<file path="src/rtl/pc_sequencer.sv">
// pc_sequencer
//   Multi-cycle instruction sequencer: FETCH -> DECODE -> EXEC -> FETCH.
//   Holds the fetched instruction for the ControlUnit, resolves the next PC
//   from branch/call/return strobes and ALU flags, and keeps return addresses
//   in an internal stack. A stack overflow or underflow parks the core in HALT
//   until reset.
//
// Ports
//   clk, rst                  clock, synchronous active-high reset
//   imem_req, imem_addr       fetch request (FETCH only) and its address (= pc)
//   imem_ready, instr_in      fetch accept and instruction word
//   instr, instr_valid        latched instruction, one-cycle pulse in DECODE
//   exec_done                 datapath finished; strobes/flags valid this cycle
//   b .. Ret                  ControlUnit branch/call/return strobes
//   flag_z/c/s/v              ALU flags
//   br_target, reg_target     immediate/relative target and register target
//   pc                        current program counter
//   stack_ovf, stack_unf      sticky stack fault flags
//   halted                    sequencer is in HALT
module pc_sequencer #(
    parameter int                 ADDR_W      = 32,
    parameter int                 STACK_DEPTH = 8,
    parameter logic [ADDR_W-1:0]  RESET_PC    = '0
) (
    input  logic              clk,
    input  logic              rst,
    output logic              imem_req,
    output logic [ADDR_W-1:0] imem_addr,
    input  logic              imem_ready,
    input  logic [31:0]       instr_in,
    output logic [31:0]       instr,
    output logic              instr_valid,
    input  logic              exec_done,
    input  logic              b,
    input  logic              br,
    input  logic              bz,
    input  logic              bnz,
    input  logic              bcy,
    input  logic              bncy,
    input  logic              bs,
    input  logic              bns,
    input  logic              bv,
    input  logic              bnv,
    input  logic              Call,
    input  logic              Ret,
    input  logic              flag_z,
    input  logic              flag_c,
    input  logic              flag_s,
    input  logic              flag_v,
    input  logic [ADDR_W-1:0] br_target,
    input  logic [ADDR_W-1:0] reg_target,
    output logic [ADDR_W-1:0] pc,
    output logic              stack_ovf,
    output logic              stack_unf,
    output logic              halted
);

    localparam logic [1:0] S_FETCH  = 2'd0;
    localparam logic [1:0] S_DECODE = 2'd1;
    localparam logic [1:0] S_EXEC   = 2'd2;
    localparam logic [1:0] S_HALT   = 2'd3;

    // sp counts 0..STACK_DEPTH, so it needs one bit more than the entry index.
    localparam int IDX_W = $clog2(STACK_DEPTH);
    localparam int SP_W  = IDX_W + 1;
    localparam logic [SP_W-1:0] SP_FULL = SP_W'(STACK_DEPTH);

    logic [1:0]        state;
    logic [SP_W-1:0]   sp;
    logic [SP_W-1:0]   sp_dec;
    logic [ADDR_W-1:0] stack_mem [STACK_DEPTH];
    logic [ADDR_W-1:0] pc_plus4;
    logic              cond_hit;
    logic              retire;
    logic              push_en;
    logic              sp_full;
    logic              sp_empty;

    always_comb begin
        pc_plus4 = pc + ADDR_W'(4);
        sp_dec   = sp - 1'b1;
        sp_full  = (sp == SP_FULL);
        sp_empty = (sp == '0);
        cond_hit = (bz   &  flag_z) | (bnz  & ~flag_z) |
                   (bcy  &  flag_c) | (bncy & ~flag_c) |
                   (bs   &  flag_s) | (bns  & ~flag_s) |
                   (bv   &  flag_v) | (bnv  & ~flag_v);
        retire   = (state == S_EXEC) && exec_done && !rst;
        // Ret outranks Call, so a Call only pushes when Ret is absent.
        push_en  = retire && !Ret && Call && !sp_full;
    end

    // Request/pulse outputs are suppressed combinationally while rst is held.
    assign imem_req    = (state == S_FETCH)  && !rst;
    assign instr_valid = (state == S_DECODE) && !rst;
    assign imem_addr   = pc;
    assign halted      = (state == S_HALT);

    always_ff @(posedge clk) begin
        if (rst) begin
            state     <= S_FETCH;
            pc        <= RESET_PC;
            sp        <= '0;
            instr     <= '0;
            stack_ovf <= 1'b0;
            stack_unf <= 1'b0;
        end else begin
            case (state)
                S_FETCH: begin
                    if (imem_ready) begin
                        instr <= instr_in;
                        state <= S_DECODE;
                    end
                end
                S_DECODE: state <= S_EXEC;
                S_EXEC: begin
                    if (exec_done) begin
                        state <= S_FETCH;
                        if (Ret) begin
                            if (sp_empty) begin
                                stack_unf <= 1'b1;
                                state     <= S_HALT;
                            end else begin
                                pc <= stack_mem[sp_dec[IDX_W-1:0]];
                                sp <= sp_dec;
                            end
                        end else if (Call) begin
                            if (sp_full) begin
                                stack_ovf <= 1'b1;
                                state     <= S_HALT;
                            end else begin
                                pc <= br_target;
                                sp <= sp + 1'b1;
                            end
                        end else if (br) begin
                            pc <= reg_target;
                        end else if (b || cond_hit) begin
                            pc <= br_target;
                        end else begin
                            pc <= pc_plus4;
                        end
                    end
                end
                default: ; // HALT: frozen until reset
            endcase
        end
    end

    // Stack contents survive reset; only sp is cleared.
    always_ff @(posedge clk) begin
        if (push_en) begin
            stack_mem[sp[IDX_W-1:0]] <= pc_plus4;
        end
    end

endmodule
</file>
<file path="config.mk">
export PLATFORM = sky130hd
export DESIGN_NAME = pc_sequencer
export DESIGN_NICKNAME = d
export VERILOG_FILES = /design/src/rtl/pc_sequencer.sv
export SDC_FILE = /design/constraint.sdc
export NUM_CORES = 1
export LEC_CHECK = 0
export CAP_MARGIN = 0
export CORE_AREA = 2 2 184 186
export DETAILED_ROUTE_END_ITERATION = 10
export DIE_AREA = 0 0 186 188
export PLACE_DENSITY = 0.67
export SLEW_MARGIN = 40
export SYNTH_ARGS = -nofsm -noshare
export SYNTH_HDL_FRONTEND = slang
export SYNTH_SLANG_ARGS = --single-unit
</file>
<file path="constraint.sdc">
create_clock -name clk -period 5.9 [get_ports clk]
set_input_delay 0.59 -clock clk [delete_from_list [all_inputs] [get_ports clk]]
set_output_delay 0.59 -clock clk [all_outputs]
set_load 0.02 [all_outputs]
</file>
==> flow_metrics.py <==
metrics = {
    "yosys": {
        "synth_area_per_cell_sq_um": 13.41,
        "synthCells": 1091,
        "synth-edff-count": 256,
        "async_flop_share_pct": 0,
        "yosys_warnings": 0,
        "synth_seq_cells": 328,
        "netlist_area_sq_um": 14630,
        "ys_dominant_reg_cell": "edfxtp_1",
        "ys_seq_area_share_pct": 62.40,
        "synth_cell_types": 70,
        "syn-num-nets": 1215,
    },
    "clock_network": {
        "clkSlewWorstSetupHoldPaths_ns": 0.06,
        "cts_htree_levels": 2,
        "cts_made_buffers": 36,
        "clock-sinks": 328,
        "cts-root-buf": "clkbuf_16",
        "cts_setup_buffers": 0,
        "cts_tree": "yes",
        "clk_path_buf_depth": 3,
        "cts_hold_buffers": 0,
        "postCtsResizedCells": 0,
        "clk_latency_ns": 0.53,
    },
    "setup_path": {
        "crit_type": "register to register",
        "path_max_fanout": 28,
        "reg2reg_from": "sp[0]",
        "crit_path_start_kind": "register",
        "r2r_slack_ns": 2.43,
        "arrival_ns": 3.87,
        "worstPathRequired_ns": 6.31,
        "crit_path_end_kind": "register",
        "r2r_end": "imem_addr[22]",
        "worstRegToRegCells": 9,
    },
    "finish": {
        "syn_to_final_growth_pct": 25.02,
        "layout.cells.non_filler": 1743,
        "nNetsFinal": 1392,
        "drive_gt1_share_pct": 14.90,
        "finalCoreUtilization_pct": 55.24,
        "multi_input_area_sq_um": 4937,
        "num-fill-cells": 2688,
        "seq_area_sq_um": 9133,
        "n_antenna_cell": 0,
    },
    "grt": {
        "grt_start_max_net_pins": 56,
        "grt_pass1_vias": 9926,
        "grt_usage_pct": 23.45,
        "grt_pass1_wl_mm": 60.99,
        "antenna_found_initial": 1,
        "overflow": 0,
    },
    "sta": {
        "hold_violations": 0,
        "holdWs_ns": 0.4530,
        "maxSlewViolCount": 0,
        "tns_ns": 0,
        "fin_crit_ns": 3.468,
        "slew_headroom_pct": 46.40,
        "clock_skew_ns": 0.03074,
        "rsz0062_at_grt": "no",
        "period_share_pct": 58.79,
        "finalSetupViolCount": 0,
        "worst_slew_pin_slew_ns": 0.7996,
        "fmax_ghz": 0.2883,
    },
    "placed_design": {
        "io_buffers": 216,
        "gp_congestion": 0.9067,
        "dp.cells": 1678,
        "place.detailed.hpwl_mm": 27.68,
    },
    "floorplanning": {
        "die_area_sq_um": 34970,
        "ios": 217,
        "die_x_um": 186,
        "start_util_pct": 44.18,
        "floorplan.rows": 67,
        "coreArea_sq_um": 33110,
        "die_h_um": 188,
    },
    "run_status": {
        "outcome": "finished, final reports clean",
    },
    "worst_hold_path": {
        "hold_start": "instr[9]",
        "hold_path_depth": 2,
        "hp-class": "register to register",
        "holdPathEnd": "instr[9]",
    },
    "route": {
        "final_antenna_net_count": 0,
        "vias": 10360,
        "wirelength_met1_mm": 16.83,
        "wl_per_cell_um": 23.77,
        "drt_iter0_drc": 946,
        "via_per_inst": 5.941,
        "wl_met2_mm": 19.43,
        "route.detailed.drc": 0,
        "dr.max_layer_used": "met5",
        "met3_wirelength_mm": 3.803,
        "dr.pass1.iters": 5,
        "routed_wl_mm": 41.44,
    },
    "power_and_ir_drop": {
        "leakagePower_uw": 0.006293,
        "power_density_nw_per_um2": 283.6,
        "vdd_ir_drop_max_uv": 160.5,
        "totalPowerFinal_uw": 5187,
    },
    "job": {
        "max_cap_viol_count": 0,
    },
}
==> cell type report <==
| cell class | count | area share, % |
|---|---|---|
| flip-flops and latches | 328 | 49.93 |
| multi-input cells | 635 | 26.99 |
| repair buffers | 244 | 13.01 |
| clock buffers | 42 | 5.281 |
| well taps | 448 | 3.065 |
| clock inverters | 23 | 1.252 |
| inverters | 23 | 0.4720 |
==> flip-flops by register name, indices dropped and copies added, names as in the netlist <==
signal and cells:
state 2, stack_mem 256, instr 32, stack_ovf 1, imem_addr 32, stack_unf 1, sp 4
==> cell usage after synthesis, types with 11 or more instances <==
library cell    n  area [sq um]
edfxtp_1      256          7687
nand2_1       123         461.7
dfxtp_1        72          1441
mux4_2         64          1441
a21oi_1        60         300.3
clkbuf_1       54         202.7
o21ai_0        49         245.2
nand3_1        40         200.2
buf_4          37         277.8
nor2_1         33         123.9
inv_1          20         75.07
nand4_1        20         125.1
a22oi_1        19         142.6
a31oi_1        15         93.84
nor3_1         15         75.07
nor4_1         14         87.58
or2_2          11         68.82
xnor2_1        11         96.34
==> report_power, final <==
group / internal, uW / switching (uW)
Clock: 1350 / 913
Combinational: 182 / 218
Sequential: 2490 / 26.8
==> cell families (layout without fill, tap and decap cells) <==
family                   count (synthesis)  in the layout  share of synthesized area, %
buffers and inverters                  128            332                         4.396
AND/OR/NAND/NOR                        315            315                         10.95
multiplexers                            70             70                         10.26
AO/OA/AOI/OAI                          225            225                         10.30
adder cells (fa/ha/maj)                  8              8                        0.6842
XOR/XNOR                                17             17                         1.018
flip-flops                             328            328                         62.40
==> cell usage in the layout, fill, tap and decap left out, types with 7 or more instances in the layout <==
cell type and instances:
nor3_1 13, buf_4 24, o31a_1 9, and4_1 7, o21ai_0 49, clkinv_1 10
mux4_2 64, a211oi_1 7, a31oi_1 15, nor2_1 30, edfxtp_1 256, a21o_1 7
inv_1 19, ha_1 7, nand3_1 40, dfxtp_1 71, a21oi_1 60, clkinv_2 7
nor4_1 14, nand4_1 20, a22oi_1 19, clkdlybuf4s50_1 213, clkbuf_16 38, nand2b_1 8
nand2_1 122, or2_2 11, xnor2_1 11, or3_1 7, o2111a_1 7
==> worst max-delay path by stage <==
stage	startpoint	cells past startpoint	to
after detailed placement	b	5	imem_addr[21]
after global routing	sp[0]	9	imem_addr[22]
after CTS	sp[0]	8	imem_addr[22]
final	sp[0]	9	imem_addr[22]
after floorplan	sp[0]	10	stack_mem[5][0]
after global placement	Call	9	imem_addr[22]
==> per-stage QoR <==
step | instance area, sq um | setup slack, ns
finish | 18290 | 2.432
global route | 18290 | 2.215
CTS | 18280 | 2.414
detailed placement | 17090 | 2.204
global placement | 17030 | 2.113
floorplan | 14630 | 0.7549
==> worst max-delay path: stages (launching register included) <==
cell and delay (ns):
dfxtp_4 0.72, inv_1 0.18, ha_2 0.27, and3b_1 0.29
a211oi_4 0.61, buf_6 0.24, buf_4 0.27, o2111ai_1 0.19
or4_1 0.44, o211a_1 0.14
==> per-layer routing <==
| metal | up-vias | track usage [%] |
|---|---|---|
| met5 | - | 0 |
| met4 | 2 | 8.056 |
| met3 | 83 | 4.273 |
| met2 | 570 | 37.40 |
| met1 | 5126 | 32.41 |
| li1 | 4574 | - |
Note: power is estimated with default switching activity, not from simulation.
